$ cat src/rtl/sincos_lut_pipe.sv
// sincos_lut_pipe: pipelined sine/cosine lookup built on a quarter-wave ROM with quadrant folding.
// Latency: 4 cycles from the accept edge to out_valid; throughput 1 sample/cycle; bubbles are carried.
// Backpressure: ce = !out_valid | out_ready gates every stage register; in_ready = ce.
//
// Ports:
//   clk, rst            : single rising-edge clock, synchronous active-high reset
//   in_valid/in_ready   : input handshake; in_angle (unsigned steps) and in_tag (sideband)
//   out_valid/out_ready : output handshake; cos_value/sin_value (two's complement, FRAC_W
//                         fractional bits), out_tag, out_err (out-of-range flag, OOR_MODE=1 only)
module sincos_lut_pipe #(
   parameter int QTR      = 90,
   parameter int ANGLE_W  = 10,
   parameter int FRAC_W   = 8,
   parameter int OUT_W    = FRAC_W + 2,
   parameter int TAG_W    = 8,
   parameter int OOR_MODE = 0
) (
   input  logic               clk,
   input  logic               rst,
   input  logic               in_valid,
   output logic               in_ready,
   input  logic [ANGLE_W-1:0] in_angle,
   input  logic [TAG_W-1:0]   in_tag,
   output logic               out_valid,
   input  logic               out_ready,
   output logic [OUT_W-1:0]   cos_value,
   output logic [OUT_W-1:0]   sin_value,
   output logic [TAG_W-1:0]   out_tag,
   output logic               out_err
);

   localparam int                 AW    = $clog2(QTR + 1);
   localparam logic [ANGLE_W:0]   FULL  = (ANGLE_W + 1)'(4 * QTR);
   localparam logic [ANGLE_W-1:0] QTR_A = ANGLE_W'(QTR);
   localparam logic [AW-1:0]      QTR_R = AW'(QTR);
   localparam logic [OUT_W-1:0]   UNITY = OUT_W'(2 ** FRAC_W);

   // Quarter-wave table entry, evaluated only at elaboration. Sine is computed with a
   // Taylor series in 2^-30 fixed point (x <= pi/2 keeps every product inside 64 bits),
   // then rounded to FRAC_W bits. Values are non-negative, so round-half-up is the same
   // as round-half-away. End points are pinned so the folding identities stay exact.
   function automatic logic [FRAC_W:0] qsin(input int k);
      longint x, x2, term, acc, r;
      x    = (longint'(k) * 64'sd1686629713) / longint'(QTR);   // k * (pi/2) / QTR
      x2   = (x * x) >>> 30;
      term = x;
      acc  = x;
      for (int n = 1; n < 12; n++) begin
         term = -(((term * x2) >>> 30) / longint'((2 * n) * (2 * n + 1)));
         acc  = acc + term;
      end
      r = (acc * (64'sd1 <<< FRAC_W) + (64'sd1 <<< 29)) >>> 30;
      if (k == 0)   r = 0;
      if (k == QTR) r = 64'sd1 <<< FRAC_W;
      return r[FRAC_W:0];
   endfunction

   logic [FRAC_W:0] rom [0:QTR];
   for (genvar k = 0; k <= QTR; k++) begin : g_rom
      localparam logic [FRAC_W:0] V = qsin(k);
      assign rom[k] = V;
   end

   logic ce;
   assign ce       = !out_valid || out_ready;
   assign in_ready = ce;

   // Stage 0: input capture
   logic               v0;
   logic [ANGLE_W-1:0] ang0;
   logic [TAG_W-1:0]   tag0;
   // Stage 1: range-reduced angle
   logic               v1, err1;
   logic [ANGLE_W-1:0] a1;
   logic [TAG_W-1:0]   tag1;
   // Stage 2: quadrant and ROM addresses
   logic               v2, err2;
   logic [1:0]         q2;
   logic [AW-1:0]      addr_a2, addr_b2;
   logic [TAG_W-1:0]   tag2;
   // Stage 3: ROM data
   logic               v3, err3;
   logic [1:0]         q3;
   logic [FRAC_W:0]    rd_a, rd_b;
   logic [TAG_W-1:0]   tag3;

   // Range reduction
   logic [ANGLE_W:0]   ext;
   logic [ANGLE_W-1:0] a_n;
   logic               err_n;
   always_comb begin
      ext   = {1'b0, ang0};
      a_n   = ang0;
      err_n = 1'b0;
      if (ext >= FULL) begin
         if (OOR_MODE == 1) begin
            err_n = 1'b1;
            a_n   = '0;
         end else begin
            a_n = ANGLE_W'(ext % FULL);
         end
      end
   end

   // Quadrant fold: port B reads the mirrored index so cos is taken from the sine table
   logic [1:0]    q_n;
   logic [AW-1:0] r_n;
   always_comb begin
      q_n = 2'(a1 / QTR_A);
      r_n = AW'(a1 % QTR_A);
   end

   // Sign application; one table value per quadrant keeps symmetry bit-exact
   logic [OUT_W-1:0] pa, pb, cos_n, sin_n;
   always_comb begin
      pa    = OUT_W'(rd_a);
      pb    = OUT_W'(rd_b);
      cos_n = '0;
      sin_n = '0;
      if (err3) begin
         cos_n = UNITY;
      end else begin
         case (q3)
            2'd0: begin cos_n = pb;  sin_n = pa;  end
            2'd1: begin cos_n = -pa; sin_n = pb;  end
            2'd2: begin cos_n = -pb; sin_n = -pa; end
            default: begin cos_n = pa; sin_n = -pb; end
         endcase
      end
   end

   // Two-port ROM with registered read, advanced by ce like every other stage
   always_ff @(posedge clk) begin
      if (ce) begin
         rd_a <= rom[addr_a2];
         rd_b <= rom[addr_b2];
      end
   end

   always_ff @(posedge clk) begin
      if (rst) begin
         v0        <= 1'b0;
         v1        <= 1'b0;
         v2        <= 1'b0;
         v3        <= 1'b0;
         out_valid <= 1'b0;
         cos_value <= '0;
         sin_value <= '0;
         out_tag   <= '0;
         out_err   <= 1'b0;
      end else if (ce) begin
         v0        <= in_valid;
         ang0      <= in_angle;
         tag0      <= in_tag;

         v1        <= v0;
         a1        <= a_n;
         err1      <= err_n;
         tag1      <= tag0;

         v2        <= v1;
         q2        <= q_n;
         addr_a2   <= r_n;
         addr_b2   <= QTR_R - r_n;
         err2      <= err1;
         tag2      <= tag1;

         v3        <= v2;
         q3        <= q2;
         err3      <= err2;
         tag3      <= tag2;

         out_valid <= v3;
         cos_value <= cos_n;
         sin_value <= sin_n;
         out_tag   <= tag3;
         out_err   <= err3;
      end
   end

endmodule

$ cat config.mk
export PLATFORM = sky130hd
export DESIGN_NAME = sincos_lut_pipe
export DESIGN_NICKNAME = d
export VERILOG_FILES = /design/src/rtl/sincos_lut_pipe.sv
export SDC_FILE = /design/constraint.sdc
export NUM_CORES = 1
export LEC_CHECK = 0
export CAP_MARGIN = 40
export CORE_AREA = 8 8 215 135
export DETAILED_ROUTE_END_ITERATION = 10
export DIE_AREA = 0 0 223 143
export PLACE_DENSITY = 0.5
export SYNTH_ARGS = -nofsm -noshare
export SYNTH_HDL_FRONTEND = slang
export SYNTH_SLANG_ARGS = --single-unit
$ cat constraint.sdc
create_clock -name clk -period 6.8 [get_ports clk]
set_input_delay 0.68 -clock clk [delete_from_list [all_inputs] [get_ports clk]]
set_output_delay 0.68 -clock clk [all_outputs]
set_load 0.05 [all_outputs]
==> flow_metrics.tcl, run 1 <==
set metrics [dict create \
    fin_cells 1202 \
    antenna_found_initial 0 \
    cts.sinks 120 \
    max_cap_viol_count 0 \
    hold_path_class "reg2reg" \
    worstPathRequired_ns 6.97 \
    grt_pass1_wl_um 29400 \
    cts_resized 0 \
    hold_violations 0 \
    post-dp-hpwl_um 13000 \
    drive_gt1_share_pct 9.24 \
    ios 53 \
    syn_inst 830 \
    worst_pin_slew_ns 0.865 \
    drt-total-wl_um 18000 \
    holdWs_ns 0.414 \
    hold_buffers 0 \
    die_area_um2 31900 \
    yosys_most_used_dff "edfxtp_1" \
    grt_pass1_vias 5509 \
    clk_latency_ns 0.42 \
    core_area_um2 25800 \
    yosysSeqAreaShare_pct 43.2 \
    critical_path.slowest_cell "edfxtp_1" \
    setup_violations 0 \
    gp_congestion 0.822 \
    skew_ns 0.00989 \
    cp.arrival_ns 4.83 \
    io_buffers 51 \
    synth_seq_cells 120 \
    cp_cell_sequence "inv_1 > ha_1 > or3b_4 > o21ai_2 > a21oi_1 > o31ai_1 > o41ai_2 > o41a_4 > nor2_1 > xnor2_1 > inv_1 > ha_1 > nand2_1 > o31ai_1 > a311oi_4 > nor2_2 > o31ai_2 > xnor2_1" \
    relSlewSlack_pct 42.4 \
    overflow 0 \
    crit_fanout 8 \
    fin_setup_tns_ns 0 \
    ir_worst_vdd_mv 0.176 \
    start_util_pct 29.3 \
    total_leakage_power_nw 3.22 \
    htreeDepth 4 \
    vias 6083 \
    syn-cell-area_um2 7580 \
    cts_buffer_depth 2 \
    routedWlPerCell_um 15.0 \
    die_h_um 143 \
    fp.dieW_um 223 \
    placementRows 46 \
    n_antenna_cell 0 \
    cts_root_buf "clkbuf_16" \
    cts_setup_buffers 0 \
    period_share_pct 68.5 \
    slew_viol_final 0 \
    status "finished clean" \
    nets 899 \
    dp_cells 1170 \
    drc 0 \
    mostFrequentLayoutCell "nand2_1" \
    max_clock_freq_mhz 215 \
    layout_common_cells "nand2_1 (119), edfxtp_1 (87), a21oi_1 (73), nor2_1 (68), o21ai_0 (57)" \
    rsz0062_at_grt "no" \
    power_density_nw_per_um2 425 \
    synth_edf_count 87 \
    grt_use_total_pct 11.3 \
    fin_crit_ns 4.66 \
    avgSynthCellArea_um2 9.14 \
    vias_per_cell 5.06 \
    cts_tree "built" \
    synth_cell_types 85 \
    cp_slowest_stage_delay_ns 0.51 \
    cts_buffers 17 \
    yosysWarnings 0 \
    drtAntennaViolNets 0 \
    area_growth_syn_to_layout_pct 18.0 \
    drt_iter0_drc 579 \
    synthArstFlopShare_pct 0 \
    setup.worst_path.class "reg2reg" \
    grt_max_degree 51 \
    startpoint_type "flop" \
    dr.pass1.iters 5 \
    crit_path_end_kind "flop" \
    cts.clk_slew.worst_paths_ns 0.06 \
]
kinds of logic (layout without fill, tap and decap cells):
kind of cell | after synthesis | count (layout) | synth area share (%)
XOR/XNOR | 39 | 39 | 4.50
buffers and inverters | 91 | 126 | 4.72
adder cells (fa/ha/maj) | 24 | 24 | 3.96
multiplexers | 18 | 18 | 3.28
AND/OR/NAND/NOR | 282 | 282 | 17.1
AO/OA/AOI/OAI | 255 | 255 | 23.2
other | 1 | 2 | 0.0495
flip-flops | 120 | 120 | 43.2
per-layer routing:
metal  part of all wire, %  routed length (um)  global-route usage, %  up-vias
met5                     0                   0                      0        -
met4                  0.81                 146                   3.00        0
met3                   5.2                 944                   3.01       13
met2                    37                6660                   14.0      139
met1                    57               10300                   18.2     2845
li1                      -                   -                      -     3086
Yosys cell counts (6+ instances only):
cell type	count	area [um^2]
edfxtp_1	87	2610
nand3_1	18	90.1
o22ai_1	6	37.5
a211oi_1	15	113
nor2b_1	8	50.1
dfxtp_1	33	661
o211ai_1	16	120
a21oi_1	73	365
or3_1	7	43.8
o21ai_0	57	285
ha_1	24	300
and2_1	9	56.3
nand4_1	6	37.5
nand2b_1	10	62.6
clkbuf_1	40	150
buf_1	13	48.8
xnor2_1	29	254
nand2_1	119	447
nor3_1	13	65.1
mux2i_1	8	80.1
o31ai_1	8	60.1
xor2_1	10	87.6
inv_1	29	109
nor2_1	69	259
a31oi_1	11	68.8
metrics by stage:
stage | utilization (%) | setup slack (ns) | power [mW] | cell area (um^2)
2_1_floorplan | - | 2.33 | 2.54 | 7590
3_3_place_gp | 32.4 | 2.29 | 3.00 | 8360
3_5_place_dp | 32.6 | 2.21 | 3.00 | 8420
4_1_cts | 34.6 | 2.16 | 3.82 | 8950
5_1_grt | 34.6 | 1.83 | 4.08 | 8950
6_report | 34.6 | 2.14 | 3.80 | 8950
worst max-delay path: cells and delay by family, from the launching register on:
family                   cells  cell delay [ns]
AO/OA/AOI/OAI                8             1.96
buffers and inverters        2             0.26
XOR/XNOR                     2             0.30
flip-flops                   1             0.51
AND/OR/NAND/NOR              4             0.83
adder cells (fa/ha/maj)      2             0.54
power breakdown:
part | internal, mW | switching (mW) | leakage (nW) | total, mW
clock network | 0.466 | 0.336 | 0.261 | 0.802
registers | 1.01 | 0.190 | 1.14 | 1.20
logic | 0.700 | 1.10 | 1.81 | 1.80
cell type report:
type | count | area [um^2]
sequential | 120 | 3270
tap | 336 | 420
fill | 2591 | 16900
timing repair buffer | 63 | 641
multi-input combinational | 620 | 3970
clock inverter | 14 | 101
inverter | 31 | 116
clock buffer | 18 | 429
worst paths after layout:
kind / cells past startpoint / to / slack [ns] / start
setup / recovery: 18 / addr_b2[6]$_DFFE_PP_ / 2.14 / a1[5]$_DFFE_PP_
hold / removal: 0 / tag3[7]$_DFFE_PP_ / 0.41 / tag2[7]$_DFFE_PP_
setup reg to reg: 18 / addr_b2[6]$_DFFE_PP_ / 2.14 / a1[5]$_DFFE_PP_
hold reg to reg: 0 / tag3[7]$_DFFE_PP_ / 0.41 / tag2[7]$_DFFE_PP_
registers in the layout, summed over array words and instances, names as in the netlist, 9 cells and up:
register / count
a1: 10
ang0: 10
cos_value: 10
rd_a: 9
rd_b: 9
sin_value: 10
Power figures use the tool's default switching activity.
==> run 2: changes to the inputs <==
Clock period 6.8 ns to 4.6 ns, I/O delays scaled along.
==> flow_metrics.tcl, run 2 (synthesis results as in run 1) <==
set metrics [dict create \
    drt-total-wl_um 18700 \
    post-dp-hpwl_um 13300 \
    layout_common_cells "nand2_1 (119), edfxtp_1 (87), a21oi_1 (72), nor2_1 (67), o21ai_0 (57)" \
    fin_setup_tns_ns 0 \
    vias_per_cell 5.04 \
    core_area_um2 25800 \
    n_antenna_cell 0 \
    cts_buffers 17 \
    cts.clk_slew.worst_paths_ns 0.06 \
    start_util_pct 29.3 \
    design_area_um2 9190 \
    slew_viol_final 0 \
    hold_buffers 0 \
    gp_congestion 0.820 \
    fin_ws_ns 0.271 \
    area_growth_syn_to_layout_pct 21.2 \
    relSlewSlack_pct 40.4 \
    multi_input_area_um2 4050 \
    grt_pass1_wl_um 30600 \
    clk_latency_ns 0.42 \
    final_util_pct 35.6 \
    cts_root_buf "clkbuf_16" \
    cts_tree "built" \
    status "finished clean" \
    crit_path_end_kind "flop" \
    routedWlPerCell_um 15.4 \
    startpoint_type "flop" \
    ir_worst_vdd_mv 0.262 \
    hold_violations 0 \
    grt_use_total_pct 11.8 \
    max_cap_viol_count 0 \
    drtAntennaViolNets 0 \
    overflow 0 \
    grt_max_degree 52 \
    drive_gt1_share_pct 11.5 \
    setup_violations 0 \
    skew_ns 0.0120 \
    placementRows 46 \
    drt_iter0_drc 568 \
    die_h_um 143 \
    htreeDepth 4 \
    total_leakage_power_nw 3.32 \
    dp_slack_ns 0.0736 \
    ios 53 \
    drc 0 \
    cts.sinks 120 \
    die_area_um2 31900 \
    cp.arrival_ns 4.50 \
    antenna_found_initial 0 \
    mostFrequentLayoutCell "nand2_1" \
    setup.worst_path.class "reg2reg" \
    period_share_pct 94.1 \
    grt_pass1_vias 5681 \
    fillers 2611 \
    vias 6129 \
    fin_crit_ns 4.33 \
    crit_fanout 5 \
    worst_pin_slew_ns 0.895 \
    cts_buffer_depth 2 \
    area.sequential_um2 3270 \
    worstPathRequired_ns 4.77 \
    io_buffers 51 \
    dr.pass1.iters 5 \
    hold_path_class "reg2reg" \
    power_density_nw_per_um2 632 \
    post_dp_cell_area_um2 8470 \
    max_clock_freq_mhz 231 \
    fp.dieW_um 223 \
    nets 914 \
]
## run 2: cell count changes in the layout (fill, tap and decap cells not counted), sizes merged
cell      previous run  this run
buf                 12        27
bufinv               0         2
clkbuf              18        17
clkinv              12         8
clkinvlp             2         4
## run 2: routing by layer
metal | vias up | routed length (um) | GRT usage (%)
met5 | - | 0 | 0
met4 | 0 | 103 | 2.45
met3 | 8 | 976 | 3.38
met2 | 152 | 7060 | 14.8
met1 | 2852 | 10500 | 18.8
li1 | 3117 | - | -
## run 2: path summary, 6_finish.rpt
check | startpoint | endpoint | slack, ns | cells after the start
setup reg to reg | a1[5]$_DFFE_PP_ | addr_b2[6]$_DFFE_PP_ | 0.27 | 18
setup / recovery | a1[5]$_DFFE_PP_ | addr_b2[6]$_DFFE_PP_ | 0.27 | 18
hold reg to reg | ang0[0]$_DFFE_PP_ | a1[0]$_DFFE_PP_ | 0.42 | 0
hold / removal | ang0[0]$_DFFE_PP_ | a1[0]$_DFFE_PP_ | 0.42 | 0
## run 2: layout make-up
cell class / instances / area share (%)
multi-input cells: 620 / 44.1
repair buffers: 78 / 8.25
clock buffers: 17 / 4.63
inverters: 31 / 1.27
well taps: 336 / 4.57
clock inverters: 14 / 1.62
flip-flops and latches: 120 / 35.6
## run 2: power by group
part	total [mW]	switching, mW	internal (mW)
logic	2.72	1.64	1.08
registers	1.80	0.303	1.50
clock network	1.29	0.493	0.795
total	5.81	2.44	3.38
## run 2: worst max-delay path, stage by stage, from the launching register on
cell and delay, ns:
edfxtp_1 0.38, inv_1 0.09, ha_1 0.19, or3b_4 0.43, o211ai_4 0.28, a211oi_2 0.14, o31ai_2 0.33, o41ai_4 0.15
o41a_4 0.41, nor2_4 0.15, xnor2_2 0.15, inv_1 0.10, ha_1 0.33, nand2_1 0.08, o31ai_1 0.10, a311oi_4 0.38
nor2_2 0.08, o31ai_2 0.21, xnor2_1 0.08
## run 2: timing repair
item / 4_1_cts / 5_1_grt
gates resized for setup: 0 / 13
endpoints found under the setup margin: 0 / 5
buffers inserted: 0 / 7
## run 2: stage by stage
stage,hold slack [ns],power [mW],instances
after floorplan,0.400,3.76,831
after global placement,0.401,4.46,1176
after detailed placement,0.405,4.46,1178
after CTS,0.418,5.77,1209
after global routing,0.421,6.24,1216
final,0.417,5.81,1216
==> run 3: changes to the inputs <==
Settings changed: CORE_AREA 8 8 215 135 to 8 8 155 99, DIE_AREA 0 0 223 143 to 0 0 163 107, PLACE_DENSITY 0.5 to 0.83.
==> flow_metrics.tcl, run 3 (synthesis results as in run 1) <==
set metrics [dict create \
    antenna_found_initial 0 \
    cts.clk_slew.worst_paths_ns 0.06 \
    nets 910 \
    reg2reg_depth 18 \
    mostFrequentLayoutCell "nand2_1" \
    hold_violations 0 \
    cp_slowest_stage_delay_ns 0.44 \
    cts_buffer_depth 2 \
    drtAntennaViolNets 0 \
    die_area_um2 17400 \
    fin_setup_tns_ns 0 \
    grt_pass1_vias 5805 \
    crit_path_end_kind "flop" \
    fillers 971 \
    drt-total-wl_um 18000 \
    status "finished clean" \
    power_density_nw_per_um2 660 \
    drc 0 \
    ir_worst_vdd_mv 0.380 \
    period_share_pct 95.6 \
    overflow 0 \
    gp_congestion 0.946 \
    htreeDepth 4 \
    ios 53 \
    worstPathRequired_ns 4.76 \
    die_h_um 107 \
    crit_fanout 5 \
    grt_use_total_pct 20.6 \
    post-dp-hpwl_um 11800 \
    dp_cells 1017 \
    drt_iter0_drc 699 \
    routedWlPerCell_um 17.1 \
    hold_buffers 0 \
    vias_per_cell 6.13 \
    worst_pin_slew_ns 0.849 \
    layout_common_cells "nand2_1 (119), edfxtp_1 (87), a21oi_1 (72), nor2_1 (67), o21ai_0 (57)" \
    slew_viol_final 0 \
    cts_buffers 17 \
    cp.arrival_ns 4.56 \
    area.sequential_um2 3270 \
    worst_path_most_repeated_cell "ha_1" \
    grt_max_degree 51 \
    drive_gt1_share_pct 11.2 \
    cts_root_buf "clkbuf_16" \
    dr.pass1.iters 6 \
    setup_violations 0 \
    skew_ns 0.00747 \
    fp.dieW_um 163 \
    clk_latency_ns 0.42 \
    setup.worst_path.class "reg2reg" \
    hold_depth 0 \
    rrSetupSlack_ns 0.20 \
    start_util_pct 57.7 \
    hold_path_class "reg2reg" \
    core_area_um2 13100 \
    max_clock_freq_mhz 227 \
    relSlewSlack_pct 43.4 \
    io_buffers 51 \
    area_growth_syn_to_layout_pct 18.9 \
    n_antenna_cell 0 \
    cp_cell_sequence "inv_1 > ha_1 > or3b_4 > o2111ai_2 > o311ai_4 > buf_4 > a31o_1 > mux2_2 > a21oi_1 > o22ai_1 > a221o_1 > o21ai_2 > nand2_1 > xnor2_2 > ha_1 > nor2_2 > o31ai_2 > xnor2_1" \
    grt_pass1_wl_um 29600 \
    cts.sinks 120 \
    fin_cells 1052 \
    total_leakage_power_nw 3.33 \
    startpoint_type "flop" \
    vias 6449 \
    multi_input_area_um2 4060 \
    cts_tree "built" \
    placementRows 33 \
    critical_path.slowest_cell "or3b_4" \
    max_cap_viol_count 0 \
    fin_crit_ns 4.40 \
]
[run 3: changes by cell type in the layout (fill, tap and decap cells not counted), moves of 2 or more]
cell / delta
inv_6: +3
clkinv_2: -2
clkinvlp_4: -3
buf_4: -5
inv_8: +4
[run 3: stage by stage]
stage	area [um^2]	total power, mW	worst slack, ns	utilization, %	hold WS (ns)
finish	9010	5.95	0.200	68.6	0.417
global route	9010	6.33	-0.0116	68.6	0.423
CTS	8900	5.86	0.124	67.8	0.418
detailed placement	8290	4.42	0.159	63.2	0.405
global placement	8220	4.32	0.317	62.6	0.400
floorplan	7590	3.76	0.179	-	0.400
[run 3: final timing paths]
path,from,end
max,a1[5]$_DFFE_PP_,addr_b2[6]$_DFFE_PP_
min,tag0[1]$_DFFE_PP_,tag1[1]$_DFFE_PP_
max reg2reg,a1[5]$_DFFE_PP_,addr_b2[6]$_DFFE_PP_
min reg2reg,tag0[1]$_DFFE_PP_,tag1[1]$_DFFE_PP_
[run 3: repair_timing]
item	4_1_cts	5_1_grt
setup buffers	0	3
setup endpoints to repair	0	4
resized for setup	0	13
[run 3: routing by layer]
layer / GRT usage, % / vias to the layer above / share of wire (%) / wire, um
li1: - / 3106 / - / -
met1: 29.7 / 2990 / 47 / 8390
met2: 29.2 / 327 / 42 / 7610
met3: 5.89 / 26 / 9.9 / 1780
met4: 6.32 / 0 / 1.3 / 238
met5: 0 / - / 0 / 0
[run 3: power by group]
part	leakage (nW)	internal, mW	switching, mW
sequential	1.14	1.50	0.306
combinational	1.89	1.10	1.67
clock	0.297	0.822	0.560
total	3.33	3.42	2.54
[run 3: worst max-delay path, delay by kind of cell, from the launching register on]
family / cells / cell delay, ns
AO/OA/AOI/OAI: 8 / 1.74
XOR/XNOR: 2 / 0.34
adder cells (fa/ha/maj): 2 / 0.44
buffers and inverters: 2 / 0.26
flip-flops: 1 / 0.38
multiplexers: 1 / 0.31
AND/OR/NAND/NOR: 3 / 0.66
[run 3: layout make-up]
class / count / share of cell area [%]
Multi-Input combinational cell: 620 / 45.0
Sequential cell: 120 / 36.3
Timing Repair Buffer: 74 / 8.25
Clock buffer: 17 / 4.72
Tap cell: 175 / 2.43
Clock inverter: 15 / 1.99
Inverter: 31 / 1.29
